[src/rtl/decode_stage.sv]
// MIPS decode stage: register file with write-first bypass, control decode,
// load-use/branch hazard stall, in-decode branch resolution and the ID/EX register.
module decode_stage #(
    parameter int unsigned NREGS    = 32,
    parameter logic [31:0] RESET_PC = 32'h0000_0000
) (
    input  logic        clk,
    input  logic        rst,
    input  logic [31:0] pc_in,
    input  logic [31:0] instr_in,
    input  logic        wb_en,
    input  logic [4:0]  wb_rd,
    input  logic [31:0] wb_val,
    input  logic [4:0]  mem_load_rd,
    output logic        stall_f,
    output logic        branch_taken,
    output logic [31:0] branch_target,
    output logic        ex_valid,
    output logic [31:0] ex_pc,
    output logic [31:0] ex_rs_val,
    output logic [31:0] ex_rt_val,
    output logic [31:0] ex_imm,
    output logic [4:0]  ex_rd,
    output logic [2:0]  ex_alu_op,
    output logic        ex_alu_imm,
    output logic        ex_reg_write,
    output logic        ex_mem_read,
    output logic        ex_mem_write
);
    localparam int unsigned XLEN = 32;
    localparam int unsigned RW   = 5;
    localparam int unsigned AW   = 3;

    typedef struct packed {
        logic            valid;
        logic [XLEN-1:0] pc;
        logic [XLEN-1:0] rs_val;
        logic [XLEN-1:0] rt_val;
        logic [XLEN-1:0] imm;
        logic [RW-1:0]   rd;
        logic [AW-1:0]   alu_op;
        logic            alu_imm;
        logic            reg_write;
        logic            mem_read;
        logic            mem_write;
    } idex_t;

    logic [XLEN-1:0] rf_q [NREGS];
    logic [XLEN-1:0] rf_d [NREGS];
    idex_t           ex_q, ex_d;
    logic            in_valid_q, in_valid_d;

    logic [5:0]      op, funct;
    logic [RW-1:0]   rs, rt, rd, dest;
    logic [XLEN-1:0] imm_s, imm_ext, rs_val, rt_val, pc_plus4;
    logic [AW-1:0]   alu_op;
    logic            dec_valid, alu_imm, mem_rd, mem_wr;
    logic            is_beq, is_bne, is_j, uses_rs, uses_rt;
    logic            load_use, br_hazard, taken, stall;

    assign op    = instr_in[31:26];
    assign rs    = instr_in[25:21];
    assign rt    = instr_in[20:16];
    assign rd    = instr_in[15:11];
    assign funct = instr_in[5:0];
    assign imm_s = {{16{instr_in[15]}}, instr_in[15:0]};

    // Register file next state; r0 is never written.
    always_comb begin
        rf_d = rf_q;
        if (wb_en && wb_rd != RW'(0)) begin
            rf_d[wb_rd] = wb_val;
        end
    end

    // Combinational reads with write-first bypass of the writeback port.
    always_comb begin
        rs_val = '0;
        rt_val = '0;
        if (rs != RW'(0)) begin
            rs_val = (wb_en && wb_rd == rs) ? wb_val : rf_q[rs];
        end
        if (rt != RW'(0)) begin
            rt_val = (wb_en && wb_rd == rt) ? wb_val : rf_q[rt];
        end
    end

    // Instruction decode; anything unrecognised stays a bubble.
    always_comb begin
        dec_valid = 1'b0;
        alu_op    = AW'(0);
        alu_imm   = 1'b0;
        dest      = RW'(0);
        mem_rd    = 1'b0;
        mem_wr    = 1'b0;
        is_beq    = 1'b0;
        is_bne    = 1'b0;
        is_j      = 1'b0;
        uses_rs   = 1'b1;
        uses_rt   = 1'b0;
        imm_ext   = imm_s;
        case (op)
            6'h00: begin
                dec_valid = 1'b1;
                uses_rt   = 1'b1;
                dest      = rd;
                case (funct)
                    6'h21:   alu_op = AW'(0);
                    6'h23:   alu_op = AW'(1);
                    6'h24:   alu_op = AW'(2);
                    6'h25:   alu_op = AW'(3);
                    6'h2A:   alu_op = AW'(4);
                    default: dec_valid = 1'b0;
                endcase
            end
            6'h09: begin
                dec_valid = 1'b1;
                alu_imm   = 1'b1;
                dest      = rt;
            end
            6'h0C: begin
                dec_valid = 1'b1;
                alu_imm   = 1'b1;
                alu_op    = AW'(2);
                dest      = rt;
                imm_ext   = {16'h0000, instr_in[15:0]};
            end
            6'h0D: begin
                dec_valid = 1'b1;
                alu_imm   = 1'b1;
                alu_op    = AW'(3);
                dest      = rt;
                imm_ext   = {16'h0000, instr_in[15:0]};
            end
            6'h0F: begin
                dec_valid = 1'b1;
                alu_imm   = 1'b1;
                alu_op    = AW'(5);
                dest      = rt;
                uses_rs   = 1'b0;
                imm_ext   = {instr_in[15:0], 16'h0000};
            end
            6'h23: begin
                dec_valid = 1'b1;
                alu_imm   = 1'b1;
                dest      = rt;
                mem_rd    = 1'b1;
            end
            6'h2B: begin
                dec_valid = 1'b1;
                alu_imm   = 1'b1;
                mem_wr    = 1'b1;
                uses_rt   = 1'b1;
            end
            6'h04: begin
                dec_valid = 1'b1;
                is_beq    = 1'b1;
                uses_rt   = 1'b1;
            end
            6'h05: begin
                dec_valid = 1'b1;
                is_bne    = 1'b1;
                uses_rt   = 1'b1;
            end
            6'h02: begin
                dec_valid = 1'b1;
                is_j      = 1'b1;
                uses_rs   = 1'b0;
            end
            default: dec_valid = 1'b0;
        endcase
    end

    // Hazards: load result not yet available, or branch operands still in flight.
    always_comb begin
        load_use  = dec_valid && ex_q.mem_read && ex_q.rd != RW'(0) &&
                    ((uses_rs && rs == ex_q.rd) || (uses_rt && rt == ex_q.rd));
        br_hazard = (is_beq || is_bne) && dec_valid &&
                    ((ex_q.reg_write && (rs == ex_q.rd || rt == ex_q.rd)) ||
                     (mem_load_rd != RW'(0) && (rs == mem_load_rd || rt == mem_load_rd)));
        stall     = in_valid_q && (load_use || br_hazard);
    end

    // Branch/jump resolution and redirect address.
    always_comb begin
        pc_plus4      = pc_in + 32'd4;
        taken         = dec_valid && ((is_beq && rs_val == rt_val) ||
                                      (is_bne && rs_val != rt_val) || is_j);
        branch_target = is_j ? {pc_plus4[31:28], instr_in[25:0], 2'b00}
                             : pc_plus4 + (imm_s << 2);
        branch_taken  = in_valid_q && !stall && taken;
        stall_f       = stall;
    end

    // ID/EX next state; a stall or invalid slot injects a bubble.
    always_comb begin
        in_valid_d = 1'b1;
        ex_d       = '0;
        ex_d.pc    = pc_in;
        ex_d.rs_val = rs_val;
        ex_d.rt_val = rt_val;
        ex_d.imm   = imm_ext;
        if (in_valid_q && !stall && dec_valid) begin
            ex_d.valid     = 1'b1;
            ex_d.rd        = dest;
            ex_d.alu_op    = alu_op;
            ex_d.alu_imm   = alu_imm;
            ex_d.reg_write = (dest != RW'(0));
            ex_d.mem_read  = mem_rd;
            ex_d.mem_write = mem_wr;
        end
    end

    always_ff @(posedge clk or posedge rst) begin
        if (rst) begin
            for (int unsigned i = 0; i < NREGS; i++) begin
                rf_q[i] <= '0;
            end
            ex_q       <= '0;
            ex_q.pc    <= RESET_PC;
            in_valid_q <= 1'b0;
        end else begin
            rf_q       <= rf_d;
            ex_q       <= ex_d;
            in_valid_q <= in_valid_d;
        end
    end

    assign ex_valid     = ex_q.valid;
    assign ex_pc        = ex_q.pc;
    assign ex_rs_val    = ex_q.rs_val;
    assign ex_rt_val    = ex_q.rt_val;
    assign ex_imm       = ex_q.imm;
    assign ex_rd        = ex_q.rd;
    assign ex_alu_op    = ex_q.alu_op;
    assign ex_alu_imm   = ex_q.alu_imm;
    assign ex_reg_write = ex_q.reg_write;
    assign ex_mem_read  = ex_q.mem_read;
    assign ex_mem_write = ex_q.mem_write;
endmodule
[config.mk]
export PLATFORM = sky130hd
export DESIGN_NAME = decode_stage
export DESIGN_NICKNAME = d
export VERILOG_FILES = /design/src/rtl/decode_stage.sv
export SDC_FILE = /design/constraint.sdc
export NUM_CORES = 2
export LEC_CHECK = 0
export BUFFER_PORTS_ARGS = -buffer_cell sky130_fd_sc_hd__clkbuf_2
export CORE_UTILIZATION = 35
export CTS_BUF_LIST = sky130_fd_sc_hd__clkbuf_16
export CTS_CLUSTER_SIZE = 28
export DETAILED_ROUTE_END_ITERATION = 8
export GPL_TIMING_DRIVEN = 0
export PLACE_DENSITY = 0.58
export SLEW_MARGIN = 25
export SYNTH_ARGS = -nofsm -noshare
export SYNTH_HDL_FRONTEND = slang
export SYNTH_SLANG_ARGS = --single-unit
[constraint.sdc]
create_clock -name clk -period 46.2 [get_ports clk]
set_input_delay 9.24 -clock clk [delete_from_list [all_inputs] [get_ports clk]]
set_output_delay 9.24 -clock clk [all_outputs]
set_load 0.005 [all_outputs]
# Word level (Yosys, flattened, before mapping)
# Index checks and enable logic that the tools add are counted.
# word_totals
ff_bits	1166
in_bits	109
# op_classes
n_addsub	2
order_cmp	4
eq_ne	22
mux	30
n_bitwise	3
reduce_logical	43
# ops
op	n
$bwmux W1024	1
$bmux W32 S5	2
$mux W32	10
$demux W32 S5	1
$pmux W32 S2	1
$eq A6 B6 Y1 const B	7
$add A32 B3 Y32 const B	1
$add A32 B32 Y32	1
$eq A32 B32 Y1	1
$ne A32 B32 Y1	1
$eq A5 B5 Y1	6
$reduce_bool A5 Y1	6
$eq A6 B4 Y1 const B	4
$pmux W3 S4	2
$logic_and A1 B1 Y1	20
$ge A6 B6 Y1 const B	3
$not A5 Y6	3
$eq A6 B3 Y1 const B	2
$mux W12	1
$mux W1	10
$pmux W5 S2	1
$reduce_or A5 Y1	2
$reduce_or A9 Y1	1
$logic_or A1 B1 Y1	8
other kinds (8)	9

# Longest topological paths before layout
# logic_depth
word_depth	13
mapped_depth	17
mapped_depth_nobuf	16

# Worst setup path after synthesis
# OpenSTA, ideal clock, no wires.
# synth_timing
kind	in2out
startpoint	input pc_in[5]
endpoint	output branch_target[27]
t_arrival_ns	12.499
path_slack_ns	24.461
path_stages	17
path_cell_list	and4_1 -> and3_1 -> and4_1 -> nand3_1 -> nor2_1 -> nand2_1 -> xnor2_1 -> ha_1 -> clkbuf_1 -> o21a_1 -> o21ai_0 -> a21oi_1 -> a311o_1 -> a21oi_1 -> o21bai_1 -> a2111o_1 -> o211a_1
# synth_via
elab_chain_cells	3
# synth_rtl
item	line_no	rtl
start, declared	9	input logic [31:0] pc_in,
$add A32 B3 Y32	186	pc_plus4 = pc_in + 32'd4;
$add A32 B32 Y32	190	: pc_plus4 + (imm_s << 2);
$mux W32	189	branch_target = is_j ? {pc_plus4[31:28], instr_in[25:0], 2'b00}
end, declared	17	output logic [31:0] branch_target,
# Every way passes these cells.

# Worst setup path after layout
# layout_timing
startpoint	input instr_in[25]
endpoint	output branch_taken
# layout_via
elab_chain_cells	12
# layout_rtl
item	line_no	rtl
start, declared	10	input logic [31:0] instr_in,
$not A5 Y6 (implied by the code)	81	rs_val = (wb_en && wb_rd == rs) ? wb_val : rf_q[rs];
$bmux W32 S5	81	
$mux W32 (implied by the code) (2 in a row)	81	
$mux W32	81	
$mux W32	80	if (rs != RW'(0)) begin
$eq A32 B32 Y1 or $ne A32 B32 Y1 (tied branches)	187, 188	
$logic_and A1 B1 Y1, on equally long branches	187, 188	
$logic_or A1 B1 Y1	187	taken = dec_valid && ((is_beq && rs_val == rt_val) ||
$logic_or A1 B1 Y1	188	(is_bne && rs_val != rt_val) || is_j);
$logic_and A1 B1 Y1	187	
$logic_and A1 B1 Y1 *	191	branch_taken = in_valid_q && !stall && taken;
end, declared	16	output logic branch_taken,
# Every way passes the cells marked *; elsewhere a longest branch is shown, timed or not. The select of a mux whose other input is x is not followed.

==> flow_summary.html <==
<table>
<tr><th>Metric</th><th>Value</th></tr>
<tr><th colspan="2">Synthesis</th></tr>
<tr><td>Ys flop type</td><td>sky130_fd_sc_hd__dfrtp_1</td></tr>
<tr><td>Net count of the mapped netlist</td><td>4458</td></tr>
<tr><td>Number of synthesized register bits</td><td>1166</td></tr>
<tr><td>Avg Inst Size Synth</td><td>14.5 sq um</td></tr>
<tr><td>Fraction of registers with async set or reset after synthesis</td><td>100%</td></tr>
<tr><td>Count of warnings emitted by yosys</td><td>0</td></tr>
<tr><td>Number of enable-type register cells in the synthesized netlist</td><td>0</td></tr>
<tr><td>Biggest area consumer among synthesized cells</td><td>sky130_fd_sc_hd__dfrtp_1</td></tr>
<tr><td>Area share of the largest cell type after synthesis</td><td>46.6%</td></tr>
<tr><td>Top post-synthesis cells by count</td><td>1166 x sky130_fd_sc_hd__dfrtp_1, 997 x sky130_fd_sc_hd__mux2_2, 404 x sky130_fd_sc_hd__mux4_2</td></tr>
<tr><td>Synth top area cells</td><td>sky130_fd_sc_hd__dfrtp_1 47%, sky130_fd_sc_hd__mux2_2 18%, sky130_fd_sc_hd__mux4_2 15%, sky130_fd_sc_hd__mux2i_1 4.0%, sky130_fd_sc_hd__mux4_1 3.2%</td></tr>
<tr><td>Post-synthesis instance total</td><td>4313</td></tr>
<tr><td>Sequential-to-total area share from yosys stat</td><td>46.6%</td></tr>
<tr><td>Most frequent cell after synthesis</td><td>sky130_fd_sc_hd__dfrtp_1</td></tr>
<tr><td>Netlist cell types</td><td>70</td></tr>
<tr><td>Combined area of all synthesized cells</td><td>62700 sq um</td></tr>
<tr><th colspan="2">Floorplanning</th></tr>
<tr><td>I/O Pins</td><td>284</td></tr>
<tr><td>Number of placement rows</td><td>154</td></tr>
<tr><td>Core Region</td><td>177000 sq um</td></tr>
<tr><td>Floorplan die height</td><td>425 microns</td></tr>
<tr><td>Area enclosed by the die boundary</td><td>181000 sq um</td></tr>
<tr><td>Horizontal die dimension</td><td>425 microns</td></tr>
<tr><td>Starting density of the core</td><td>35.4%</td></tr>
<tr><th colspan="2">Place</th></tr>
<tr><td>Area after DPL</td><td>68700 sq um</td></tr>
<tr><td>Dpl cells</td><td>6983</td></tr>
<tr><td>HPWL reported at the end of detailed placement</td><td>186000 microns</td></tr>
<tr><td>Global placement routability congestion</td><td>0.982</td></tr>
<tr><td>Port bufs</td><td>267</td></tr>
<tr><th colspan="2">Clocking</th></tr>
<tr><td>Maximum level of the CTS H-tree</td><td>4</td></tr>
<tr><td>Number of buffers added to fix hold violations after cts</td><td>0</td></tr>
<tr><td>CTS tree</td><td>done</td></tr>
<tr><td>Root Buffer</td><td>sky130_fd_sc_hd__clkbuf_16</td></tr>
<tr><td>Clock tree sinks</td><td>1166</td></tr>
<tr><td>Max Buffers Root-to-Sink</td><td>3</td></tr>
<tr><td>Num CTS Buffers</td><td>140</td></tr>
<tr><td>Worst-path clk slew</td><td>0.05 ns</td></tr>
<tr><td>Resize count post-CTS</td><td>0</td></tr>
<tr><td>Clock latency on the worst-skew pair</td><td>0.84 ns</td></tr>
<tr><td>Post-CTS setup buffers</td><td>0</td></tr>
<tr><th colspan="2">Route</th></tr>
<tr><td>Vias per Instance</td><td>6.35</td></tr>
<tr><td>DRC</td><td>0</td></tr>
<tr><td>Routed wire length</td><td>274000 microns</td></tr>
<tr><td>Wire length on met3</td><td>32600 microns</td></tr>
<tr><td>Overall via count from detail_route</td><td>46000</td></tr>
<tr><td>Average wire per cell in the routed design</td><td>37.8 microns</td></tr>
<tr><td>Number of DRC markers after the initial detailed-route iteration</td><td>5950</td></tr>
<tr><td>Pre-Repair DR Iteration Count</td><td>6</td></tr>
<tr><td>Antenna-violating nets left</td><td>0</td></tr>
<tr><td>Met2 WL post-DR</td><td>117000 microns</td></tr>
<tr><td>Top layer used by detailed routing</td><td>met5</td></tr>
<tr><td>Routed metal-1 wire length</td><td>102000 microns</td></tr>
<tr><th colspan="2">Final layout</th></tr>
<tr><td>Final instance area</td><td>73200 sq um</td></tr>
<tr><td>Nets</td><td>4930</td></tr>
<tr><td>Non-filler cells in the finished layout</td><td>7248</td></tr>
<tr><td>Area grow syn2layout</td><td>16.8%</td></tr>
<tr><td>Share of layout cells above drive strength 1</td><td>44.9%</td></tr>
<tr><th colspan="2">Global route</th></tr>
<tr><td>Aggregate global routing overflow</td><td>0</td></tr>
<tr><td>Number of antenna violations at the first check in global routing</td><td>24</td></tr>
<tr><td>First-pass GRT wire length</td><td>375000 microns</td></tr>
<tr><td>Maximum number of pins on one net before global-route repair</td><td>99</td></tr>
<tr><td>All-layer global routing usage</td><td>30.0%</td></tr>
<tr><td>Via count of the first global-routing pass</td><td>45600</td></tr>
<tr><th colspan="2">Timing</th></tr>
<tr><td>Transition time at the pin with the least slew margin</td><td>1.23 ns</td></tr>
<tr><td>Final critical path time including I/O delays and setup</td><td>25.40 ns</td></tr>
<tr><td>Final worst clock skew</td><td>0.0441 ns</td></tr>
<tr><td>Final setup fails</td><td>0</td></tr>
<tr><td>Smallest hold slack</td><td>0.484 ns</td></tr>
<tr><td>Worst slew slack as a fraction of its limit</td><td>17.9%</td></tr>
<tr><td>RSZ-0062 raised after global routing</td><td>false</td></tr>
<tr><td>Final Max Tran Viols</td><td>0</td></tr>
<tr><td>Portion of the clock cycle consumed by the worst path in the final layout</td><td>55.0%</td></tr>
<tr><td>Fin. Hold Viols</td><td>0</td></tr>
<tr><td>TNS Setup</td><td>0 ns</td></tr>
<tr><td>Maximum frequency from static timing analysis</td><td>39.4 MHz</td></tr>
<tr><th colspan="2">Pwr</th></tr>
<tr><td>Power per unit of standard cell area</td><td>42.8 nW/um^2</td></tr>
<tr><td>Pleak</td><td>32.5 nW</td></tr>
<tr><td>Final Power</td><td>3.13 mW</td></tr>
<tr><td>Worst VDD drop</td><td>0.0340 mV</td></tr>
<tr><th colspan="2">Worst setup path</th></tr>
<tr><td>Maximum fanout along the worst path</td><td>10</td></tr>
<tr><td>Worst Setup Start Kind</td><td>input port</td></tr>
<tr><td>Critical path class</td><td>in2out</td></tr>
<tr><td>Kind of capture point of the worst setup path</td><td>output port</td></tr>
<tr><td>CP Data Required Time</td><td>36.96 ns</td></tr>
<tr><td>Data arrival time of the critical path</td><td>16.16 ns</td></tr>
<tr><th colspan="2">Run</th></tr>
<tr><td>Max Cap Violations</td><td>0</td></tr>
<tr><th colspan="2">Worst hold path</th></tr>
<tr><td>Type of the worst min-delay path</td><td>reg2reg</td></tr>
<tr><th colspan="2">Run status</th></tr>
<tr><td>Outcome</td><td>finished, final reports clean</td></tr>
</table>
[where the power goes]
group          total (mW)  switching [mW]  internal (mW)
clock                1.10           0.479          0.622
combinational       0.687           0.322          0.365
sequential           1.34           0.136           1.21
[metal layers]
metal | track usage, % | vias to the layer above
met5 | 0.212 | -
met3 | 11.3 | 913
met4 | 20.6 | 18
met2 | 43.3 | 3064
met1 | 37.2 | 24500
li1 | - | 17500
[worst paths after layout]
path | start | to | slack, ns | cells past startpoint
setup reg to reg | rf_q[205] | ex_rt_val[13] | 43.72 | 4
min in group asynchronous | rst | ex_rt_val[18] | 8.49 | 2
hold / removal | rf_q[1007] | rf_q[1007] | 0.48 | 1
hold reg to reg | rf_q[1007] | rf_q[1007] | 0.48 | 1
setup / recovery | instr_in[25] | branch_taken | 20.80 | 13
max in group asynchronous | rst | rf_q[120] | 35.44 | 6
[placed cells by master, fill, tap and decap left out, drive strengths merged, types with 54 or more instances in the layout]
master / instances
dfrtp: 1166
mux2: 997
clkbuf: 679
mux4: 481
buf: 251
mux2i: 249
nand2: 107
inv: 84
nor2: 67
clkinv: 60
xor2: 57
xnor2: 54
[worst max-delay path, cell delays in order]
cell and delay [ns]:
sky130_fd_sc_hd__clkbuf_1 0.67, sky130_fd_sc_hd__inv_1 0.45, sky130_fd_sc_hd__nand2_1 0.20, sky130_fd_sc_hd__nor4b_2 0.58
sky130_fd_sc_hd__clkbuf_2 0.78, sky130_fd_sc_hd__buf_2 0.76, sky130_fd_sc_hd__a32oi_1 0.30, sky130_fd_sc_hd__xor2_1 0.75
sky130_fd_sc_hd__nand4_1 0.70, sky130_fd_sc_hd__nor4_2 1.17, sky130_fd_sc_hd__a211oi_1 0.16, sky130_fd_sc_hd__nand3b_1 0.20
sky130_fd_sc_hd__clkbuf_2 0.13
[final cells by class]
class / instances / area [sq um]
repair buffers: 330 / 2920
fillers: 16300 / 104000
well taps: 2340 / 2930
multi-input cells: 2647 / 31200
flip-flops and latches: 1166 / 29200
clock inverters: 108 / 801
clock buffers: 146 / 3650
diodes: 11 / 27.5
plain buffers: 454 / 2330
inverters: 46 / 180
[registers in the layout, indices dropped and copies added, names as in the netlist]
name / flops
in_valid_q: 1
ex_rd: 5
rf_q: 1024
ex_mem_write: 1
ex_alu_imm: 1
ex_rt_val: 32
ex_imm: 32
ex_reg_write: 1
ex_mem_read: 1
ex_alu_op: 3
ex_pc: 32
ex_valid: 1
ex_rs_val: 32
[cells by family (layout without fill, tap and decap cells)]
logic type | Yosys count | count (layout) | share of synthesized area (%)
compound gates | 370 | 370 | 4.52
mux | 1727 | 1727 | 39.6
simple gates | 402 | 402 | 3.29
buf+inv | 500 | 1084 | 3.70
fa+ha+maj | 36 | 36 | 0.731
xor+xnor | 111 | 111 | 1.55
other cells | 1 | 12 | 0.00598
flops | 1166 | 1166 | 46.6
[stage by stage]
step	setup slack (ns)	utilization [%]
floorplan	4.12	-
finish	20.80	41.3
CTS	20.90	41.3
global route	21.28	41.3
global placement	-9.63	37.8
detailed placement	20.90	38.8
Note: power is estimated with default switching activity, not from simulation.
